--- config.mk ---
export PLATFORM = sky130hd
export DESIGN_NAME = mono_rx_fifo_arbiter_flat
export DESIGN_NICKNAME = d
export VERILOG_FILES = /design/src/rtl/mono_rx_fifo_arbiter_if.sv /design/src/rtl/mono_rx_fifo_arbiter.sv /design/src/flat_wrapper.sv
export SDC_FILE = /design/constraint.sdc
export NUM_CORES = 1
export LEC_CHECK = 0
export CORE_ASPECT_RATIO = 1.4
export CORE_MARGIN = 2
export CORE_UTILIZATION = 37
export DETAILED_ROUTE_END_ITERATION = 16
export HOLD_SLACK_MARGIN = 0.02
export MAX_ROUTING_LAYER = met4
export PLACE_DENSITY = 0.81
export SYNTH_ARGS = -nofsm -noshare
export SYNTH_HDL_FRONTEND = slang
export SYNTH_SLANG_ARGS = --single-unit
export TNS_END_PERCENT = 20
--- constraint.sdc ---
create_clock -name BUS_CLK -period 2.2 [get_ports BUS_CLK]
set_input_delay 0.22 -clock BUS_CLK [delete_from_list [all_inputs] [get_ports BUS_CLK]]
set_output_delay 0.22 -clock BUS_CLK [all_outputs]
set_load 0.05 [all_outputs]
--- src/rtl/mono_rx_fifo_arbiter_if.sv ---
// ============================================================================
// Module   : mono_rx_fifo_arbiter_if
// Brief    : Source-side and sink-side FIFO signals of the receiver arbiter.
// Revision : 1.0
// ============================================================================
`default_nettype none

interface mono_rx_fifo_arbiter_if #(
  parameter int N_IN = 4
);
  logic                 ENABLE;
  logic [N_IN-1:0]      MASK;
  logic [N_IN-1:0]      IN_FIFO_EMPTY;
  logic [32*N_IN-1:0]   IN_FIFO_DATA;
  logic [N_IN-1:0]      IN_FIFO_READ;
  logic                 OUT_FIFO_READ;
  logic                 OUT_FIFO_EMPTY;
  logic [31:0]          OUT_FIFO_DATA;
  logic [N_IN-1:0]      GRANT;
  logic                 BUSY;

  // The arbiter is the master side.
  modport master (
    input  ENABLE, MASK, IN_FIFO_EMPTY, IN_FIFO_DATA, OUT_FIFO_READ,
    output IN_FIFO_READ, OUT_FIFO_EMPTY, OUT_FIFO_DATA, GRANT, BUSY
  );

  modport slave (
    output ENABLE, MASK, IN_FIFO_EMPTY, IN_FIFO_DATA, OUT_FIFO_READ,
    input  IN_FIFO_READ, OUT_FIFO_EMPTY, OUT_FIFO_DATA, GRANT, BUSY
  );
endinterface

`default_nettype wire

--- src/rtl/mono_rx_fifo_arbiter.sv ---
// ============================================================================
// Module   : mono_rx_fifo_arbiter
// Brief    : Round-robin burst arbiter merging N_IN FWFT receiver FIFOs into
//            one registered FIFO-style stream. Optional MONO_ARB_SRCTAG_EN
//            replaces output bits [31:28] with the source index.
// Revision : 1.0
// ============================================================================
`default_nettype none

module mono_rx_fifo_arbiter #(
  parameter int N_IN  = 4,
  parameter int BURST = 16
) (
  input  wire logic               BUS_CLK,
  input  wire logic               BUS_RST,
  mono_rx_fifo_arbiter_if.master  bus
);

  localparam int              IDXW     = (N_IN > 1) ? $clog2(N_IN) : 1;
  localparam logic [7:0]      LAST_CNT = 8'(BURST - 1);
  localparam logic [IDXW-1:0] LAST_IDX = IDXW'(N_IN - 1);

  typedef enum logic [0:0] {
    ST_IDLE  = 1'b0,
    ST_GRANT = 1'b1
  } state_t;

  state_t            state_q, state_d;
  logic [IDXW-1:0]   sel_q, sel_d;
  logic [IDXW-1:0]   last_q, last_d;
  logic [7:0]        cnt_q, cnt_d;
  logic              out_full_q, out_full_d;
  logic [31:0]       out_data_q, out_data_d;

  logic [31:0]       w_src_words [N_IN];
  logic              w_hit;
  logic [IDXW-1:0]   w_hit_idx;
  logic [IDXW-1:0]   w_cand;
  logic              w_src_ok;
  logic              w_pop;
  logic [31:0]       w_load_word;
  logic [N_IN-1:0]   w_grant;
  logic [N_IN-1:0]   w_read;

  for (genvar g = 0; g < N_IN; g++) begin : g_src
    assign w_src_words[g] = bus.IN_FIFO_DATA[32*g +: 32];
  end

  // Rotating search starting one past the most recently granted source.
  always_comb begin
    w_hit     = 1'b0;
    w_hit_idx = '0;
    w_cand    = '0;
    for (int k = 1; k <= N_IN; k++) begin
      w_cand = IDXW'((int'(last_q) + k) % N_IN);
      if (!w_hit && bus.MASK[w_cand] && !bus.IN_FIFO_EMPTY[w_cand]) begin
        w_hit     = 1'b1;
        w_hit_idx = w_cand;
      end
    end
  end

`ifdef MONO_ARB_SRCTAG_EN
  logic [3:0] w_sel_tag;
  assign w_sel_tag   = 4'(sel_q);
  assign w_load_word = {w_sel_tag, w_src_words[sel_q][27:0]};
`else
  assign w_load_word = w_src_words[sel_q];
`endif

  assign w_src_ok = bus.ENABLE && bus.MASK[sel_q] && !bus.IN_FIFO_EMPTY[sel_q];

  always_comb begin
    state_d    = state_q;
    sel_d      = sel_q;
    last_d     = last_q;
    cnt_d      = cnt_q;
    out_full_d = out_full_q;
    out_data_d = out_data_q;
    w_pop      = 1'b0;

    case (state_q)
      ST_IDLE: begin
        if (w_hit && bus.ENABLE) begin
          state_d = ST_GRANT;
          sel_d   = w_hit_idx;
          last_d  = w_hit_idx;
          cnt_d   = '0;
        end
      end
      ST_GRANT: begin
        w_pop = w_src_ok && (!out_full_q || bus.OUT_FIFO_READ);
        if (w_pop) begin
          cnt_d = cnt_q + 8'd1;
        end
        if (!w_src_ok || (w_pop && (cnt_q == LAST_CNT))) begin
          state_d = ST_IDLE;
        end
      end
      default: state_d = ST_IDLE;
    endcase

    // A load wins over a read so simultaneous read+pop keeps the stage full.
    if (w_pop) begin
      out_full_d = 1'b1;
      out_data_d = w_load_word;
    end else if (bus.OUT_FIFO_READ) begin
      out_full_d = 1'b0;
    end
  end

  always_comb begin
    w_grant = '0;
    w_read  = '0;
    if (state_q == ST_GRANT) begin
      w_grant[sel_q] = 1'b1;
    end
    if (w_pop) begin
      w_read[sel_q] = 1'b1;
    end
  end

  always_ff @(posedge BUS_CLK) begin
    if (BUS_RST) begin
      state_q    <= ST_IDLE;
      sel_q      <= '0;
      last_q     <= LAST_IDX;
      cnt_q      <= '0;
      out_full_q <= 1'b0;
      out_data_q <= '0;
    end else begin
      state_q    <= state_d;
      sel_q      <= sel_d;
      last_q     <= last_d;
      cnt_q      <= cnt_d;
      out_full_q <= out_full_d;
      out_data_q <= out_data_d;
    end
  end

  assign bus.IN_FIFO_READ   = w_read;
  assign bus.GRANT          = w_grant;
  assign bus.OUT_FIFO_EMPTY = !out_full_q;
  assign bus.OUT_FIFO_DATA  = out_data_q;
  assign bus.BUSY           = (state_q == ST_GRANT) || out_full_q;

endmodule

`default_nettype wire

--- src/flat_wrapper.sv ---
// flat-port wrapper written by rule: the top's interface ports become plain ports
module mono_rx_fifo_arbiter_flat 
#(
  parameter int N_IN  = 4,
  parameter int BURST = 16
)
  (BUS_CLK, BUS_RST, bus_ENABLE, bus_MASK, bus_IN_FIFO_EMPTY, bus_IN_FIFO_DATA, bus_OUT_FIFO_READ, bus_IN_FIFO_READ, bus_OUT_FIFO_EMPTY, bus_OUT_FIFO_DATA, bus_GRANT, bus_BUSY);
  mono_rx_fifo_arbiter_if #(.N_IN(N_IN)) bus_i ();
  input  wire logic BUS_CLK;
  input  wire logic BUS_RST;
  input wire logic [$bits(bus_i.ENABLE)-1:0] bus_ENABLE;
  input wire logic [$bits(bus_i.MASK)-1:0] bus_MASK;
  input wire logic [$bits(bus_i.IN_FIFO_EMPTY)-1:0] bus_IN_FIFO_EMPTY;
  input wire logic [$bits(bus_i.IN_FIFO_DATA)-1:0] bus_IN_FIFO_DATA;
  input wire logic [$bits(bus_i.OUT_FIFO_READ)-1:0] bus_OUT_FIFO_READ;
  output wire logic [$bits(bus_i.IN_FIFO_READ)-1:0] bus_IN_FIFO_READ;
  output wire logic [$bits(bus_i.OUT_FIFO_EMPTY)-1:0] bus_OUT_FIFO_EMPTY;
  output wire logic [$bits(bus_i.OUT_FIFO_DATA)-1:0] bus_OUT_FIFO_DATA;
  output wire logic [$bits(bus_i.GRANT)-1:0] bus_GRANT;
  output wire logic [$bits(bus_i.BUSY)-1:0] bus_BUSY;
  assign bus_i.ENABLE = bus_ENABLE;
  assign bus_i.MASK = bus_MASK;
  assign bus_i.IN_FIFO_EMPTY = bus_IN_FIFO_EMPTY;
  assign bus_i.IN_FIFO_DATA = bus_IN_FIFO_DATA;
  assign bus_i.OUT_FIFO_READ = bus_OUT_FIFO_READ;
  assign bus_IN_FIFO_READ = bus_i.IN_FIFO_READ;
  assign bus_OUT_FIFO_EMPTY = bus_i.OUT_FIFO_EMPTY;
  assign bus_OUT_FIFO_DATA = bus_i.OUT_FIFO_DATA;
  assign bus_GRANT = bus_i.GRANT;
  assign bus_BUSY = bus_i.BUSY;
  mono_rx_fifo_arbiter #(.N_IN(N_IN), .BURST(BURST)) u_core (.BUS_CLK(BUS_CLK), .BUS_RST(BUS_RST), .bus(bus_i));
endmodule
==> results.json, run 1 <==
{
  "dpl_cell_area_mm2": 0.00480,
  "required_ns": 1.98,
  "fp-row-count": 38,
  "wl_met2_um": 4730,
  "dpl.hpwl_um": 6880,
  "antenna_left": 0,
  "peakVddDrop_mv": 0.247,
  "vias": 2841,
  "r2r_slack_ns": 0.53,
  "slew_headroom_pct": 50.7,
  "synthFlopType": "dfxtp_1",
  "yosys_warnings": 0,
  "clock-skew-final_ns": 0.00346,
  "synth_area_leaders": "dfxtp_1 (32%), mux4_2 (26%), nand2_2 (6.7%)",
  "antenna_found_initial": 0,
  "drive_gt1_share_pct": 25.1,
  "stdcell_area_mm2": 0.00489,
  "drtPass1Iterations": 6,
  "syn_avg_cell_area_um2": 10.2,
  "power_density_mw_per_mm2": 416,
  "fin_util_pct": 63.9,
  "gp_congestion": 0.838,
  "cp-startpoint": "bus_MASK[3]",
  "num_io_pins": 182,
  "pre_cts_ws_ns": 0.104,
  "grt.total_usage_pct": 20.5,
  "synth_area_mm2": 0.00290,
  "worst_slack_ns": 0.113,
  "fp.dieW_um": 78.8,
  "antennaDiodeCount": 0,
  "final_nets": 599,
  "reg2regPathDepth": 5,
  "wl_met1_um": 3110,
  "hold_viol": 0,
  "final-setup-viol-count": 0,
  "area_growth_pct": 68.7,
  "synth-edff-count": 0,
  "cts-resized-gates": 0,
  "wl_per_cell_um": 15.4,
  "syn-instance-count": 284,
  "tightest_slew_ns": 0.740,
  "crit_end": "bus_IN_FIFO_READ[3]",
  "clk_pin_slew_ns": 0.08,
  "synth.distinct_cells": 38,
  "cp.arrival_ns": 1.87,
  "status": "finished, final reports clean",
  "start_kind": "input port",
  "power.total_mw": 2.04,
  "synth_seq_area_share_pct": 31.8,
  "drcViolationCount": 0,
  "crit_fanout": 4,
  "route.met3.wl_um": 563,
  "syn_nets": 425,
  "synth_top_area_share_pct": 31.8,
  "p_leak_nw": 1.67,
  "critPathKind": "in2out",
  "grt_max_degree": 36,
  "cts_root_buf": "clkbuf_8",
  "grt_pass1_vias": 2923,
  "avgViaCountPerCell": 5.08,
  "post-route-min-period_ns": 2.09,
  "cts_sinks": 46,
  "fillers": 663,
  "rsz0062_at_grt": "no",
  "r2r-end": "u_core.cnt_q[4]",
  "ys_ff_latch": 46,
  "post_cts_buffers": 0,
  "htree_num_levels": 2,
  "cts_buffer_depth": 2,
  "port_buffers": 181,
  "r2r-start": "u_core.sel_q[0]",
  "cts_tree": "done",
  "initial_core_util_pct": 37.9,
  "numCtsBuffers": 5,
  "routed_wl_um": 8610,
  "core_area_mm2": 0.00765,
  "ys_async_sr_fraction_pct": 0,
  "drtIter0Drc": 112,
  "hold_class": "reg2reg",
  "fmax_mhz": 479,
  "final_max_slew_viol_count": 0,
  "overflow": 0,
  "period_share_pct": 94.9,
  "dieHeight_um": 109,
  "worst_setup_path_end_kind": "primary output",
  "dieArea_mm2": 0.00857,
  "yosysTopAreaCell": "dfxtp_1",
  "grt_first_pass_wirelength_um": 13500,
  "cts_hold_buf": 0,
  "clk_latency_ns": 0.29,
  "highest_layer": "met4",
  "drv_cap": 0
}
[how the worst min path moves through the flow]
stage,start,end,slack (ns),cells past startpoint
3_5_place_dp,u_core.bus.OUT_FIFO_DATA[18],u_core.bus.OUT_FIFO_DATA[18],0.45,2
5_1_grt,u_core.bus.OUT_FIFO_DATA[28],u_core.bus.OUT_FIFO_DATA[28],0.48,2
3_3_place_gp,u_core.bus.OUT_FIFO_DATA[18],u_core.bus.OUT_FIFO_DATA[18],0.44,2
4_1_cts,u_core.bus.OUT_FIFO_DATA[18],u_core.bus.OUT_FIFO_DATA[18],0.46,2
2_1_floorplan,bus_ENABLE,u_core.out_full_q,0.41,2
6_report,u_core.bus.OUT_FIFO_DATA[18],u_core.bus.OUT_FIFO_DATA[18],0.46,2
[final cells by class]
| type | instances | area, um2 | area share, % |
|---|---|---|---|
| Timing Repair Buffer | 191 | 1940 | 39.7 |
| Clock inverter | 1 | 5.00 | 0.102 |
| Multi-Input combinational cell | 212 | 1800 | 36.9 |
| Clock buffer | 7 | 86.3 | 1.77 |
| Inverter | 2 | 7.51 | 0.154 |
| Sequential cell | 46 | 923 | 18.9 |
| Tap cell | 100 | 125 | 2.56 |
[metal layers]
| layer | GRT usage, % | up-vias |
|---|---|---|
| met4 | 7.02 | 0 |
| met5 | - | - |
| met2 | 38.0 | 134 |
| met1 | 21.6 | 1323 |
| li1 | - | 1370 |
| met3 | 3.97 | 14 |
[synthesized netlist by cell type (4+ instances only)]
library cell  instances
nand2_1              40
nor2_1               15
nor2b_1               4
clkbuf_1             11
nand3_1               6
nor3_1                5
dfxtp_1              46
buf_2                 4
and3_1                7
a21oi_1              15
buf_6                 6
nand2_2              31
mux4_2               33
xor2_1                5
a21oi_2              20
nand2b_1              6
[report_power, final]
part / total, mW / switching, mW / internal, mW
registers: 0.870 / 0.0210 / 0.849
clock network: 0.515 / 0.262 / 0.254
logic: 0.650 / 0.235 / 0.415
[metrics by stage]
step                instances  hold WS, ns  setup TNS (ns)
finish                    559        0.459               0
global route              559        0.476               0
CTS                       559        0.462               0
detailed placement        551        0.451               0
global placement          551        0.442               0
floorplan                 284        0.410          -0.117
[placed cells by master (no fill, tap or decap), drive strengths merged, types with 2 or more instances in the layout]
cell type / count
clkdlybuf4s50: 173
nand2: 71
dfxtp: 46
a21oi: 35
mux4: 33
buf: 18
nor2: 15
and3: 7
clkbuf: 7
nand2b: 6
nand3: 6
nor3: 5
xor2: 5
nor2b: 4
inv: 2
nand4: 2
a31oi: 2
o221ai: 2
o21bai: 2
nor4: 2
nor3b: 2
or2: 2
[kinds of logic (layout without fill, tap and decap cells)]
family	count (synthesis)	in the layout	synth area share [%]
XOR/XNOR	5	5	1.51
buffers and inverters	26	201	6.22
AND/OR/NAND/NOR	126	126	22.3
flip-flops	46	46	31.8
adder cells (fa/ha/maj)	1	1	0.432
multiplexers	34	34	26.0
AO/OA/AOI/OAI	46	46	11.7
[worst max-delay path, stage by stage]
cell             delay [ns]
clkdlybuf4s50_1        0.42
nor2b_1                0.14
mux4_2                 0.51
and2_1                 0.20
and3_1                 0.22
buf_12                 0.15
[registers in the layout, indices dropped and copies added, names as in the netlist]
register / flops
u_core.out_full_q: 1
u_core.state_q: 1
u_core.bus.OUT_FIFO_DATA: 32
u_core.sel_q: 2
u_core.last_q: 2
u_core.cnt_q: 8
Note: power is estimated with default switching activity, not from simulation.
==> inputs of run 2 (changes only) <==
Settings changed: CORE_UTILIZATION 37 to 40, PLACE_DENSITY 0.81 to 0.87.
Clock period 2.2 ns to 2.6 ns, I/O delays scaled along.
==> run 2 against run 1 <==
  * Count of clock-buffer cells in the layout stayed put
  * Clock power hardly changed
  * Die area fell by 7.2%
  * Sequential share of layout area rose by 0.18 points
  * Wire length is 1.8% lower
  * Total power shrank 12%
  * Hold slack lost 0.096 ns
  * Highest routed layer unchanged
  * Setup slack gained 0.17 ns
==> results.json, run 2 (synthesis gave the netlist of run 1 again) <==
{
  "fin_setup_tns_ns": 0,
  "power_density_mw_per_mm2": 370,
  "avgViaCountPerCell": 5.16,
  "initial_core_util_pct": 41.5,
  "fmax_mhz": 431,
  "grt_pass1_vias": 3075,
  "fp.dieW_um": 75.9,
  "cts_tree": "done",
  "clk_pin_slew_ns": 0.09,
  "start_kind": "flop",
  "port_buffers": 181,
  "dpl.hpwl_um": 6960,
  "vias": 2855,
  "peakVddDrop_mv": 0.205,
  "cts_root_buf": "clkbuf_8",
  "status": "finished, final reports clean",
  "antenna_left": 0,
  "cts_hold_buf": 0,
  "hold_class": "in2reg",
  "dieHeight_um": 105,
  "drtIter0Drc": 90,
  "final_nets": 598,
  "dieArea_mm2": 0.00795,
  "cts_sinks": 46,
  "grt_first_pass_wirelength_um": 14100,
  "htree_num_levels": 2,
  "slew_headroom_pct": 62.8,
  "final_max_slew_viol_count": 0,
  "worst_slack_ns": 0.282,
  "largest_reg_flops": 32,
  "overflow": 0,
  "wl_per_cell_um": 15.3,
  "post-route-min-period_ns": 2.32,
  "rsz0062_at_grt": "no",
  "r2r_slack_ns": 0.67,
  "antennaDiodeCount": 0,
  "cp.arrival_ns": 2.06,
  "final-setup-viol-count": 0,
  "grt.total_usage_pct": 22.6,
  "pre_cts_ws_ns": 0.341,
  "fillers": 526,
  "drive_gt1_share_pct": 24.0,
  "antenna_found_initial": 0,
  "grt_max_degree": 26,
  "hold_viol": 0,
  "mostFrequentLayoutCell": "clkdlybuf4s50_1",
  "drv_cap": 0,
  "clock-skew-final_ns": 0.0110,
  "critPathBufInv": 1,
  "fp-row-count": 36,
  "path_cells": "mux4_2, and2_2, and3_1, buf_12",
  "period_share_pct": 89.2,
  "critPathSlowestCell": "dfxtp_2",
  "core_area_mm2": 0.00698,
  "tightest_slew_ns": 0.557,
  "post_cts_buffers": 0,
  "numCtsBuffers": 5,
  "drcViolationCount": 0,
  "cts-resized-gates": 0,
  "cp_top_family": "flip-flops",
  "cts_buffer_depth": 2,
  "required_ns": 2.34,
  "slowest_delay_ns": 0.67,
  "gp_congestion": 0.882,
  "crit_fanout": 24,
  "final_cell_mix": "clkdlybuf4s50_1 (176), dfxtp_1 (44), nand2_1 (40)",
  "drtPass1Iterations": 4,
  "worst_setup_path_end_kind": "primary output",
  "num_io_pins": 182,
  "area_growth_pct": 67.1,
  "critPathKind": "reg2out",
  "clk_latency_ns": 0.29,
  "p_leak_nw": 1.65,
  "routed_wl_um": 8460
}
==> run 2: where the power goes <==
group,internal (mW),switching [mW],leakage (nW)
clock,0.288,0.228,0.0524
sequential,0.719,0.0250,0.372
combinational,0.343,0.191,1.22
total,1.35,0.444,1.65
==> run 2: final cells by class <==
cell class                      count  area, um2  share of cell area, %
Multi-Input combinational cell    212       1800                   37.1
Tap cell                           95        119                   2.45
Inverter                            2       7.51                  0.155
Timing Repair Buffer              190       1890                   39.0
Clock inverter                      1       30.0                  0.620
Sequential cell                    46        923                   19.1
Clock buffer                        7       76.3                   1.58
==> run 2: metrics by stage <==
step           std cells  power, mW  instance area, um2  utilization (%)  hold slack (ns)
4_1_cts              553       1.80                4840             69.4            0.354
2_1_floorplan        284       1.03                2900                -            0.450
3_3_place_gp         545       1.29                4740             67.8            0.442
5_1_grt              553       1.87                4840             69.4            0.376
6_report             553       1.79                4840             69.4            0.363
3_5_place_dp         545       1.30                4740             67.8            0.447
==> run 2: final timing paths <==
kind,depth (start not counted),to,from
min,2,u_core.cnt_q[1],BUS_RST
min reg2reg,2,u_core.bus.OUT_FIFO_DATA[11],u_core.bus.OUT_FIFO_DATA[11]
max reg2reg,5,u_core.cnt_q[4],u_core.sel_q[1]
max,4,bus_IN_FIFO_READ[3],u_core.sel_q[1]
==> run 2: per-layer routing <==
layer | vias up | global-route usage [%] | share of wire (%) | wire length [um]
met5 | - | - | 0 | 0
met4 | 0 | 6.75 | 1.7 | 141
met3 | 11 | 5.09 | 6.9 | 584
met2 | 129 | 42.7 | 55 | 4680
met1 | 1341 | 23.2 | 36 | 3050
li1 | 1374 | - | - | -
==> inputs of run 3 (changes only) <==
Clock period 2.6 ns to 2.9 ns, I/O delays scaled along.
==> run 3 against run 2 <==
  * Count of clock-buffer cells in the layout is 1 lower
  * Setup slack better by 0.24 ns
  * Die area stayed put
  * Critical path depth stayed put
  * Hold slack better by 0.092 ns
  * First-iteration DRC count is 51% higher
  * Clock power is 21% lower
  * Flip-flop and latch count stayed put
  * Clock skew is 0.0049 ns lower
  * Sequential share of layout area is 0.054 points higher
  * Utilization is 0.20 points lower
  * Final cell count is 0.36% lower
==> results.json, run 3 (synthesis gave the netlist of run 1 again) <==
{
  "avgViaCountPerCell": 5.16,
  "fillers": 532,
  "critPathKind": "reg2out",
  "r2r-start": "u_core.sel_q[1]",
  "overflow": 0,
  "path_cells": "mux4_2, and2_2, and3_1, buf_12",
  "fmax_mhz": 420,
  "r2r_slack_ns": 0.86,
  "slowest_delay_ns": 0.69,
  "largest_reg_flops": 32,
  "power_density_mw_per_mm2": 322,
  "post_cts_buffers": 0,
  "drcViolationCount": 0,
  "rsz0062_at_grt": "no",
  "status": "finished, final reports clean",
  "required_ns": 2.61,
  "p_int_mw": 1.14,
  "hp-start": "u_core.bus.OUT_FIFO_DATA[13]",
  "pre_cts_ws_ns": 0.560,
  "grt.total_usage_pct": 22.0,
  "power.total_mw": 1.55,
  "fin_cells": 551,
  "stdcell_area_mm2": 0.00483,
  "r2r-end": "u_core.cnt_q[4]",
  "gp_congestion": 0.887,
  "drtIter0Drc": 136,
  "final-setup-viol-count": 0,
  "htree_num_levels": 2,
  "start_kind": "flop",
  "initial_core_util_pct": 41.5,
  "antenna_found_initial": 0,
  "cts-resized-gates": 0,
  "placedCellCount": 543,
  "hold_viol": 0,
  "cts_hold_buf": 0,
  "cp-startpoint": "u_core.sel_q[1]",
  "post-route-min-period_ns": 2.38,
  "worst_slack_ns": 0.519,
  "fin_util_pct": 69.2,
  "clk_latency_ns": 0.30,
  "routed_wl_um": 8500,
  "tightest_slew_ns": 0.603,
  "grt_first_pass_wirelength_um": 13800,
  "power_frac_seq_pct": 42.9,
  "power.share.switching_pct": 26.4,
  "pwr-share-comb_pct": 30.8,
  "cp.depth": 4,
  "period_share_pct": 82.1,
  "hold_class": "reg2reg",
  "fp-row-count": 36,
  "core_area_mm2": 0.00698,
  "final_max_slew_viol_count": 0,
  "dpl_cell_area_mm2": 0.00473,
  "reg2regPathDepth": 5,
  "crit_end": "bus_IN_FIFO_READ[3]",
  "drtPass1Iterations": 4,
  "switchingPower_uw": 410,
  "final_nets": 596,
  "wl_per_cell_um": 15.4,
  "multi_input_area_mm2": 0.00180,
  "drv_cap": 0,
  "crit_fanout": 24,
  "cp_top_family": "flip-flops",
  "fin_setup_tns_ns": 0,
  "numCtsBuffers": 5,
  "pwr-share-clk_pct": 26.3,
  "antenna_left": 0,
  "fp.dieW_um": 75.9,
  "vias": 2845,
  "port_buffers": 181,
  "whs_ns": 0.455,
  "mostFrequentLayoutCell": "clkdlybuf4s50_1",
  "num_io_pins": 182,
  "grt_pass1_vias": 3044,
  "antennaDiodeCount": 0,
  "drive_gt1_share_pct": 24.1,
  "clk_pin_slew_ns": 0.08,
  "cts_sinks": 46,
  "worst_setup_path_end_kind": "primary output",
  "clock-skew-final_ns": 0.00607,
  "cp.arrival_ns": 2.09,
  "dieArea_mm2": 0.00795,
  "area_growth_pct": 66.7,
  "critPathBufInv": 1,
  "cts_root_buf": "clkbuf_8",
  "slew_headroom_pct": 59.8,
  "peakVddDrop_mv": 0.204,
  "cts_tree": "done",
  "register_area_um2": 923,
  "cts_buffer_depth": 2,
  "final_cell_mix": "clkdlybuf4s50_1 (176), dfxtp_1 (44), nand2_1 (40)",
  "dieHeight_um": 105,
  "p_leak_nw": 1.64,
  "critPathSlowestCell": "dfxtp_2",
  "grt_max_degree": 32,
  "dpl.hpwl_um": 7040
}
## run 3: worst min-delay path, cell delays in order, from the launching register on
cell and delay [ns]:
dfxtp_1 0.31, nand2_1 0.05, a21oi_1 0.05
## run 3: power by group through the flow
stage / sequential, mW / combinational [mW] / clock, mW
after floorplan: 0.689 / 0.236 / 0
after global placement: 0.681 / 0.474 / 0
after detailed placement: 0.682 / 0.482 / 0
after CTS: 0.667 / 0.483 / 0.424
after global routing: 0.670 / 0.510 / 0.444
final: 0.667 / 0.478 / 0.408
## run 3: layout make-up
class / instances / area share [%]
clock inverter: 2 / 0.259
timing repair buffer: 188 / 39.1
tap: 95 / 2.46
clock buffer: 6 / 1.71
multi-input combinational: 212 / 37.2
inverter: 2 / 0.155
sequential: 46 / 19.1
## run 3: routing by layer
layer	wire length (um)	up-vias	global-route usage, %
met5	0	-	-
met1	3000	1333	22.1
met4	187	0	6.75
li1	-	1366	-
met3	545	15	4.23
met2	4770	131	42.6
## run 3: worst min-delay path by stage
stage / endpoint / slack [ns] / cells past startpoint
final: u_core.bus.OUT_FIFO_DATA[13] / 0.45 / 2
after global routing: u_core.bus.OUT_FIFO_DATA[6] / 0.48 / 2
after CTS: u_core.bus.OUT_FIFO_DATA[13] / 0.46 / 2
after detailed placement: u_core.bus.OUT_FIFO_DATA[13] / 0.45 / 2
after global placement: u_core.bus.OUT_FIFO_DATA[19] / 0.44 / 2
after floorplan: u_core.cnt_q[0] / 0.48 / 1
